==> src/rtl/alu_arb_pkg.sv <==
// Shared types and constants for the round-robin ALU sharing arbiter.
// Optional div/mod-by-zero trapping is enabled with ALU_ARB_DIV0_TRAP_EN.
package alu_arb_pkg;

  typedef enum logic {
    IDLE = 1'b0,
    EXEC = 1'b1
  } arb_state_t;

  localparam logic [7:0] OP_DIV = 8'h03;
  localparam logic [7:0] OP_MOD = 8'h04;

  localparam int unsigned DEF_WAIT_CYC = 2;
  // Hold counter wide enough for WAIT_CYC up to 15.
  localparam int unsigned CNT_W = 4;

endpackage

==> src/rtl/alu_rr_grant.sv <==
// Combinational round-robin grant: search starts one past the last winner.
module alu_rr_grant
  import alu_arb_pkg::*;
#(
  parameter int unsigned NUM_REQ = 4
) (
  input  logic [NUM_REQ-1:0]         req,
  input  logic [$clog2(NUM_REQ)-1:0] last_grant,
  output logic [NUM_REQ-1:0]         grant,
  output logic [$clog2(NUM_REQ)-1:0] grant_id,
  output logic                       any
);

  localparam int unsigned ID_W = $clog2(NUM_REQ);

  logic [ID_W-1:0] w_idx;

  always_comb begin
    grant    = '0;
    grant_id = '0;
    any      = 1'b0;
    w_idx    = '0;
    for (int unsigned k = 1; k <= NUM_REQ; k++) begin
      w_idx = ID_W'((32'(last_grant) + k) % NUM_REQ);
      if (!any && req[w_idx]) begin
        any          = 1'b1;
        grant_id     = w_idx;
        grant[w_idx] = 1'b1;
      end
    end
  end

endmodule

==> src/rtl/alu_share_arb.sv <==
// Arbitrates NUM_REQ requesters onto one shared combinational ALU, holding its
// inputs WAIT_CYC cycles before capture. Define ALU_ARB_DIV0_TRAP_EN to trap div/mod by zero.
module alu_share_arb
  import alu_arb_pkg::*;
#(
  parameter int unsigned NUM_REQ  = 4,
  parameter int unsigned DATA_W   = 16,
  parameter int unsigned OP_W     = 8,
  parameter int unsigned WAIT_CYC = DEF_WAIT_CYC
) (
  input  logic                      clk,
  input  logic                      rst,
  input  logic [NUM_REQ-1:0]        req_valid,
  output logic [NUM_REQ-1:0]        req_ready,
  input  logic [NUM_REQ*DATA_W-1:0] req_a,
  input  logic [NUM_REQ*DATA_W-1:0] req_b,
  input  logic [NUM_REQ*OP_W-1:0]   req_op,
  output logic [NUM_REQ-1:0]        rsp_valid,
  output logic [DATA_W-1:0]         rsp_result,
  output logic                      rsp_carry,
  output logic                      rsp_err,
  output logic                      busy,
  output logic [DATA_W-1:0]         alu_operand_a,
  output logic [DATA_W-1:0]         alu_operand_b,
  output logic [OP_W-1:0]           alu_operation,
  input  logic [DATA_W-1:0]         alu_result,
  input  logic                      alu_carry_out
);

  localparam int unsigned ID_W = $clog2(NUM_REQ);

  arb_state_t          r_state, w_state_nxt;
  logic [ID_W-1:0]     r_last_grant, r_id;
  logic [CNT_W-1:0]    r_cnt;
  logic [DATA_W-1:0]   r_alu_a, r_alu_b, r_rsp_result;
  logic [OP_W-1:0]     r_alu_op;
  logic [NUM_REQ-1:0]  r_rsp_valid;
  logic                r_rsp_carry;

  logic [NUM_REQ-1:0]  w_grant;
  logic [ID_W-1:0]     w_grant_id;
  logic                w_any, w_accept, w_done, w_trap, w_trap_pend;
  logic [DATA_W-1:0]   w_sel_a, w_sel_b;
  logic [OP_W-1:0]     w_sel_op;

  alu_rr_grant #(.NUM_REQ(NUM_REQ)) u_grant (
    .req        (req_valid),
    .last_grant (r_last_grant),
    .grant      (w_grant),
    .grant_id   (w_grant_id),
    .any        (w_any)
  );

  assign w_accept  = w_any && (r_state == IDLE) && !rst;
  assign req_ready = w_accept ? w_grant : '0;

  // Payload mux for the winning requester.
  always_comb begin
    w_sel_a  = '0;
    w_sel_b  = '0;
    w_sel_op = '0;
    for (int i = 0; i < NUM_REQ; i++) begin
      if (w_grant[i]) begin
        w_sel_a  = req_a[i*DATA_W +: DATA_W];
        w_sel_b  = req_b[i*DATA_W +: DATA_W];
        w_sel_op = req_op[i*OP_W +: OP_W];
      end
    end
  end

`ifdef ALU_ARB_DIV0_TRAP_EN
  logic r_trap_pend, r_rsp_err;

  assign w_trap = w_accept && (w_sel_b == '0) &&
                  ((w_sel_op == OP_W'(OP_DIV)) || (w_sel_op == OP_W'(OP_MOD)));
  assign w_trap_pend = r_trap_pend;
  assign rsp_err     = r_rsp_err;

  // Trapped requests answer one edge after accept without touching the ALU.
  always_ff @(posedge clk) begin
    if (rst) begin
      r_trap_pend <= 1'b0;
      r_rsp_err   <= 1'b0;
    end else begin
      r_trap_pend <= w_trap;
      if (r_trap_pend) r_rsp_err <= 1'b1;
      else if (w_done) r_rsp_err <= 1'b0;
    end
  end
`else
  assign w_trap      = 1'b0;
  assign w_trap_pend = 1'b0;
  assign rsp_err     = 1'b0;
`endif

  always_comb begin
    w_state_nxt = r_state;
    w_done      = 1'b0;
    case (r_state)
      IDLE: if (w_accept && !w_trap) w_state_nxt = EXEC;
      EXEC: begin
        if (r_cnt == CNT_W'(WAIT_CYC - 1)) begin
          w_state_nxt = IDLE;
          w_done      = 1'b1;
        end
      end
      default: w_state_nxt = IDLE;
    endcase
  end

  always_ff @(posedge clk) begin
    if (rst) begin
      r_state      <= IDLE;
      r_last_grant <= ID_W'(NUM_REQ - 1);
      r_id         <= '0;
      r_cnt        <= '0;
      r_alu_a      <= '0;
      r_alu_b      <= '0;
      r_alu_op     <= '0;
      r_rsp_valid  <= '0;
      r_rsp_result <= '0;
      r_rsp_carry  <= 1'b0;
    end else begin
      r_state     <= w_state_nxt;
      r_rsp_valid <= '0;
      if (w_accept) begin
        r_last_grant <= w_grant_id;
        r_id         <= w_grant_id;
        r_cnt        <= '0;
        if (!w_trap) begin
          r_alu_a  <= w_sel_a;
          r_alu_b  <= w_sel_b;
          r_alu_op <= w_sel_op;
        end
      end else if (r_state == EXEC) begin
        r_cnt <= r_cnt + CNT_W'(1);
      end
      if (w_done) begin
        r_rsp_valid  <= NUM_REQ'(1) << r_id;
        r_rsp_result <= alu_result;
        r_rsp_carry  <= alu_carry_out;
      end else if (w_trap_pend) begin
        r_rsp_valid  <= NUM_REQ'(1) << r_id;
        r_rsp_result <= '1;
        r_rsp_carry  <= 1'b0;
      end
    end
  end

  assign busy          = (r_state == EXEC);
  assign rsp_valid     = r_rsp_valid;
  assign rsp_result    = r_rsp_result;
  assign rsp_carry     = r_rsp_carry;
  assign alu_operand_a = r_alu_a;
  assign alu_operand_b = r_alu_b;
  assign alu_operation = r_alu_op;

endmodule

==> config.mk <==
export PLATFORM = sky130hd
export DESIGN_NAME = alu_share_arb
export DESIGN_NICKNAME = d
export VERILOG_FILES = /design/src/rtl/alu_arb_pkg.sv /design/src/rtl/alu_rr_grant.sv /design/src/rtl/alu_share_arb.sv
export SDC_FILE = /design/constraint.sdc
export NUM_CORES = 1
export LEC_CHECK = 0
export ABC_AREA = 1
export BUFFER_PORTS_ARGS = -buffer_cell sky130_fd_sc_hd__buf_2
export CORE_MARGIN = 2
export CORE_UTILIZATION = 26
export CTS_BUF_LIST = sky130_fd_sc_hd__clkbuf_8
export CTS_CLUSTER_DIAMETER = 120
export DETAILED_ROUTE_END_ITERATION = 8
export MAX_ROUTING_LAYER = met4
export PLACE_DENSITY = 0.56
export SLEW_MARGIN = 30
export SYNTH_ARGS = -nofsm -noshare
export SYNTH_HDL_FRONTEND = slang
export SYNTH_SLANG_ARGS = --single-unit
==> constraint.sdc <==
create_clock -name clk -period 2.9 [get_ports clk]
set_input_delay 0.29 -clock clk [delete_from_list [all_inputs] [get_ports clk]]
set_output_delay 0.29 -clock clk [all_outputs]
set_load 0.02 [all_outputs]
======== Word-level counts from Yosys, hierarchy flattened ========
Cells that the tools add are included.
operators by class
  add/sub/neg operators ................... 5
  $lt $le $gt $ge ......................... 8
  reduce and logical (&&, ||, !) cells .... 15
  shifts and indexed selects .............. 1
  eq/ne operators ......................... 1
  bitwise gates (word level) .............. 5
  muxes and demuxes ....................... 46
operator list
  operator             count
  $mux 16              8
  $mux 8               4
  $mux 4               5
  $mux 1               16
  $lt 2x3->1 const B   4
  $or 4x4->4           3
  $logic_and 1x1->1    9
  $bmux 1 s2           4
  $demux 1 s2          4
  $ge 2x1->1 const B   4
  $mux 2               4
  $add 2x1->2 const B  2
  $add 2x2->2 const B  2
  $add 4x1->4 const B  1
  $eq 4x1->1 const B   1
  $logic_not 1->1      4
  $reduce_or 2->1      2
  $shl 1x2->4 const A  1
  $not 1->1            2
  $pmux 1 s2           1
word-level totals
  logic and storage cells ................. 91
  input bits .............................. 183
  flip-flop bits (word level) ............. 70

======== Longest topological paths before layout ========
  depth in word-level cells ............... 17
  depth in mapped cells ................... 14
  gate-level depth less buffers ........... 13

======== Modules after synthesis ========
From an unflattened synthesis, not the netlist that was laid out.
unflattened totals
  cell total of the unflattened synthesis .. 867
  area total of the unflattened synthesis .. 4944.7 sq um
by module, submodules not included
  module         sequential area each (sq um)  area each (sq um)  cells each  times used
  alu_share_arb  1401.3                        4486.8             793         1
  alu_rr_grant   0.0                           457.9              74          1

======== Worst setup path after synthesis ========
Ideal clock, no wire load.
  kind .................................... flip-flop to output port
  from .................................... register r_last_grant[1]
  to ...................................... output port req_ready[2]
  setup slack ............................. 0.620 ns
  stages on the path, launching flop included .. 13
  path buffers ............................ 2
  arrival time ............................ 1.990 ns
  path through ............................ dfxtp_1 > inv_1 > ha_1 > inv_1 > nand3_1 > nand3_2 > nor2_4 > nand2_1 > nand3_2 > buf_6 > buf_6 > nand2_1 > inv_1
between the ends
  cells in the longest elaborated chain, start to end .. 16
  elaborated cells between the ends (all ways) .. 52
  classes of those cells .................. 4 x add/sub; 8 x order compare; 25 x mux; 3 x bitwise; 12 x reduce/logical
ends and longest elaborated chain
  what                                                 line                  RTL
  start, declared                                      alu_share_arb.sv:33   logic [ID_W-1:0] r_last_grant, r_id;
  start signal, assigned                               alu_share_arb.sv:114  r_last_grant <= ID_W'(NUM_REQ - 1);
  start signal, assigned                               alu_share_arb.sv:127  r_last_grant <= w_grant_id;
  branches (longest 15 deep; another with $lt 2x3->1)  n/a
  $mux 4 *                                             alu_share_arb.sv:55   assign req_ready = w_accept ? w_grant : '0;
  end, declared                                        alu_share_arb.sv:14   output logic [NUM_REQ-1:0] req_ready,
Mark *: on every way between the ends. The select of a mux whose other input is x is not followed.

======== Final worst setup path ========
  from .................................... register r_last_grant[0]
  to ...................................... output port req_ready[3]
The elaborated chain is that of the path after synthesis.

==> impl_metrics.tcl <==
set metrics [dict create \
    required_ns 2.61 \
    placed_area_mm2 0.00625 \
    reg2reg_from "r_last_grant[0]" \
    ys_ff_latch 70 \
    wl_per_cell_um 14.3 \
    worstPathCellList "inv_2 > nand2_1 > nand3_1 > nand2_1 > nand3_1 > nand2_2 > nor2_4 > nand2_1 > inv_2 > buf_2" \
    r2r_slack_ns 0.30 \
    avgSynthCellArea_um2 6.17 \
    drt-pass1-iter-count 4 \
    vias 5599 \
    wl_mm 17.8 \
    rsz0062_at_grt "no" \
    setup.worst_path.start_class "register" \
    cts_tree "done" \
    synth_warnings 0 \
    dieHeight_um 140 \
    clk_latency_ns 0.36 \
    dp_hpwl_mm 13.4 \
    portBuffers 248 \
    finalSetupTns_ns 0 \
    initial_core_util 0.267 \
    core_mm2 0.0181 \
    fmax_mhz 377 \
    cts_buffers 9 \
    diodes 0 \
    drc_errors 0 \
    globalplace.congestion 0.857 \
    synthTopCellsByArea "dfxtp_1, nand2_1, nand3_1" \
    hold_viol 0 \
    critical-path-slowest-cell "nor2_4" \
    grt-ovfl-total 0 \
    layout.cells.non_filler 1252 \
    synth_edf_count 0 \
    r2r_cells 11 \
    root_buffer "clkbuf_8" \
    relSlewSlack 0.540 \
    clkSinkCount 70 \
    finalClockSkew_ns 0.00947 \
    antenna_found_initial 0 \
    multi_input_area_mm2 0.00265 \
    viasPerCell 4.47 \
    first_iter_violations 199 \
    dieArea_mm2 0.0197 \
    synth_async_sr_flop_share 0 \
    dp.cells 1235 \
    max_stage_delay_ns 0.36 \
    finalSetupViolations 0 \
    nets 1211 \
    peakVddDrop_uv 286 \
    crit_start "r_last_grant[0]" \
    cap_violations 0 \
    synth_top_flop_cell "dfxtp_1" \
    fp.dieW_um 140 \
    worstPathArrival_ns 2.36 \
    ys_seq_area_frac 0.291 \
    final_util 0.358 \
    synth_top_area_share 0.291 \
    p_per_area_mw_per_mm2 583 \
    cp_common_cell "nand2_1" \
    synthesis.area_mm2 0.00482 \
    htree_levels 3 \
    n_fill_cell 2008 \
    io-pin-count 250 \
    fin_area_mm2 0.00647 \
    holdBufCountCts 0 \
    clk_pin_slew_worst_paths_ns 0.08 \
    cp-endpoint "req_ready[3]" \
    worst_pin_slew_ns 0.691 \
    synth_cell_types 33 \
    drive_gt1_frac 0.330 \
    cts_buffer_depth 2 \
    min-delay-path-class "in -> reg" \
    status "completed" \
    grt_max_degree 37 \
    power.leakage_nw 3.63 \
    fin_crit_ns 2.65 \
    crit_path_end_kind "output pin" \
    track_usage 0.183 \
    regToRegEndpoint "alu_operand_b[1]" \
    period_share 0.914 \
    syn-num-nets 974 \
    area_growth_pct 34.1 \
    synth_largest_area_cell "dfxtp_1" \
    crit_type "reg -> out" \
    grt_pass1_vias 5179 \
    grt_pass1_wl_mm 27.4 \
    cp_max_fo 13 \
    report.final.slew_viol_count 0 \
    num_rows 49 \
    ant_nets 0 \
    seq_area_mm2 0.00140 \
    netlist_instances 781 \
]
power breakdown:
part,leakage (nW),internal [mW],switching (mW)
Clock,0.105,0.400,0.420
Sequential,0.570,1.08,0.0625
Combinational,2.96,0.625,1.19
cell usage in the layout, fill, tap and decap left out, types with 3 or more instances in the layout:
master	count
a21oi_1	52
a21oi_2	28
buf_2	248
buf_4	17
clkbuf_8	9
clkinv_4	3
dfxtp_1	70
ha_1	10
inv_1	135
inv_2	4
nand2_1	220
nand2_2	5
nand3_1	117
nand3_2	7
nor2_1	40
nor2_4	4
nor3_1	5
o21ai_0	19
or2_0	6
worst max-delay path: cells and delay by family (launching register included):
kind	cells	cell delay, ns
buffers and inverters	3	0.52
flip-flops	1	0.32
AND/OR/NAND/NOR	7	1.15
Yosys cell counts (2+ instances only):
master	number
inv_1	135
clkinv_1	2
a21oi_1	52
or2_2	2
dfxtp_1	70
buf_6	8
a21oi_2	28
buf_2	26
ha_1	10
o21ai_0	19
nand3_2	7
inv_2	3
a21boi_0	2
nor3_1	5
nor2_4	4
nand2_1	220
nor2_1	40
or2_0	6
nand2_4	2
nand2_2	5
nand3_1	117
clkbuf_1	7
worst min path at each step:
stage          slack [ns]  depth (start not counted)       start               end
4_1_cts              0.11                          3  req_op[27]  alu_operation[3]
5_1_grt              0.12                          3  req_op[27]  alu_operation[3]
2_1_floorplan        0.42                          2   req_b[48]  alu_operand_b[0]
3_5_place_dp         0.45                          1     r_id[0]      rsp_valid[2]
6_report             0.14                          3  req_op[27]  alu_operation[3]
3_3_place_gp         0.45                          1     r_id[0]      rsp_valid[0]
per-layer routing:
metal	global-route usage	wire, um	part of all wire	vias up
li1	-	-	-	2897
met2	0.291	8110	0.45	206
met5	-	0	0	-
met3	0.0564	1490	0.083	19
met1	0.224	7890	0.44	2477
met4	0.0542	350	0.020	0
area by class of cell:
class                      count  share of cell area
clock buffer                   9              0.0192
multi-input combinational    529               0.409
sequential                    70               0.217
inverter                     140              0.0813
clock inverter                 7              0.0114
tap                          229              0.0443
timing repair buffer         268               0.218
stage by stage:
| step | power [mW] | hold slack, ns | setup slack, ns |
|---|---|---|---|
| after CTS | 3.82 | 0.110 | 0.0349 |
| after global placement | 2.98 | 0.450 | 0.413 |
| after detailed placement | 2.98 | 0.448 | 0.282 |
| after global routing | 4.09 | 0.118 | 0.0206 |
| after floorplan | 2.42 | 0.416 | 0.620 |
| final | 3.77 | 0.139 | 0.250 |
logic make-up after synthesis:
| family | share of synthesized area |
|---|---|
| adders and majority gates | 0.0259 |
| other | 0.000778 |
| DFF | 0.291 |
| buffers and inverters | 0.162 |
| AOI/OAI and AO/OA | 0.135 |
| xor gates and xnor gates | 0.00182 |
| and+or+nand+nor | 0.384 |
sequential cells by signal (all words and copies together), names as in the netlist:
name	flops
r_id	2
rsp_carry	1
r_last_grant	2
alu_operand_b	16
r_cnt	4
rsp_result	16
alu_operation	8
rsp_valid	4
alu_operand_a	16
busy	1
what timing repair did:
action	CTS	global route
buffers inserted	0	1
resized for setup	0	3
endpoints found under the setup margin	0	3
Note: power is estimated with default switching activity, not from simulation.
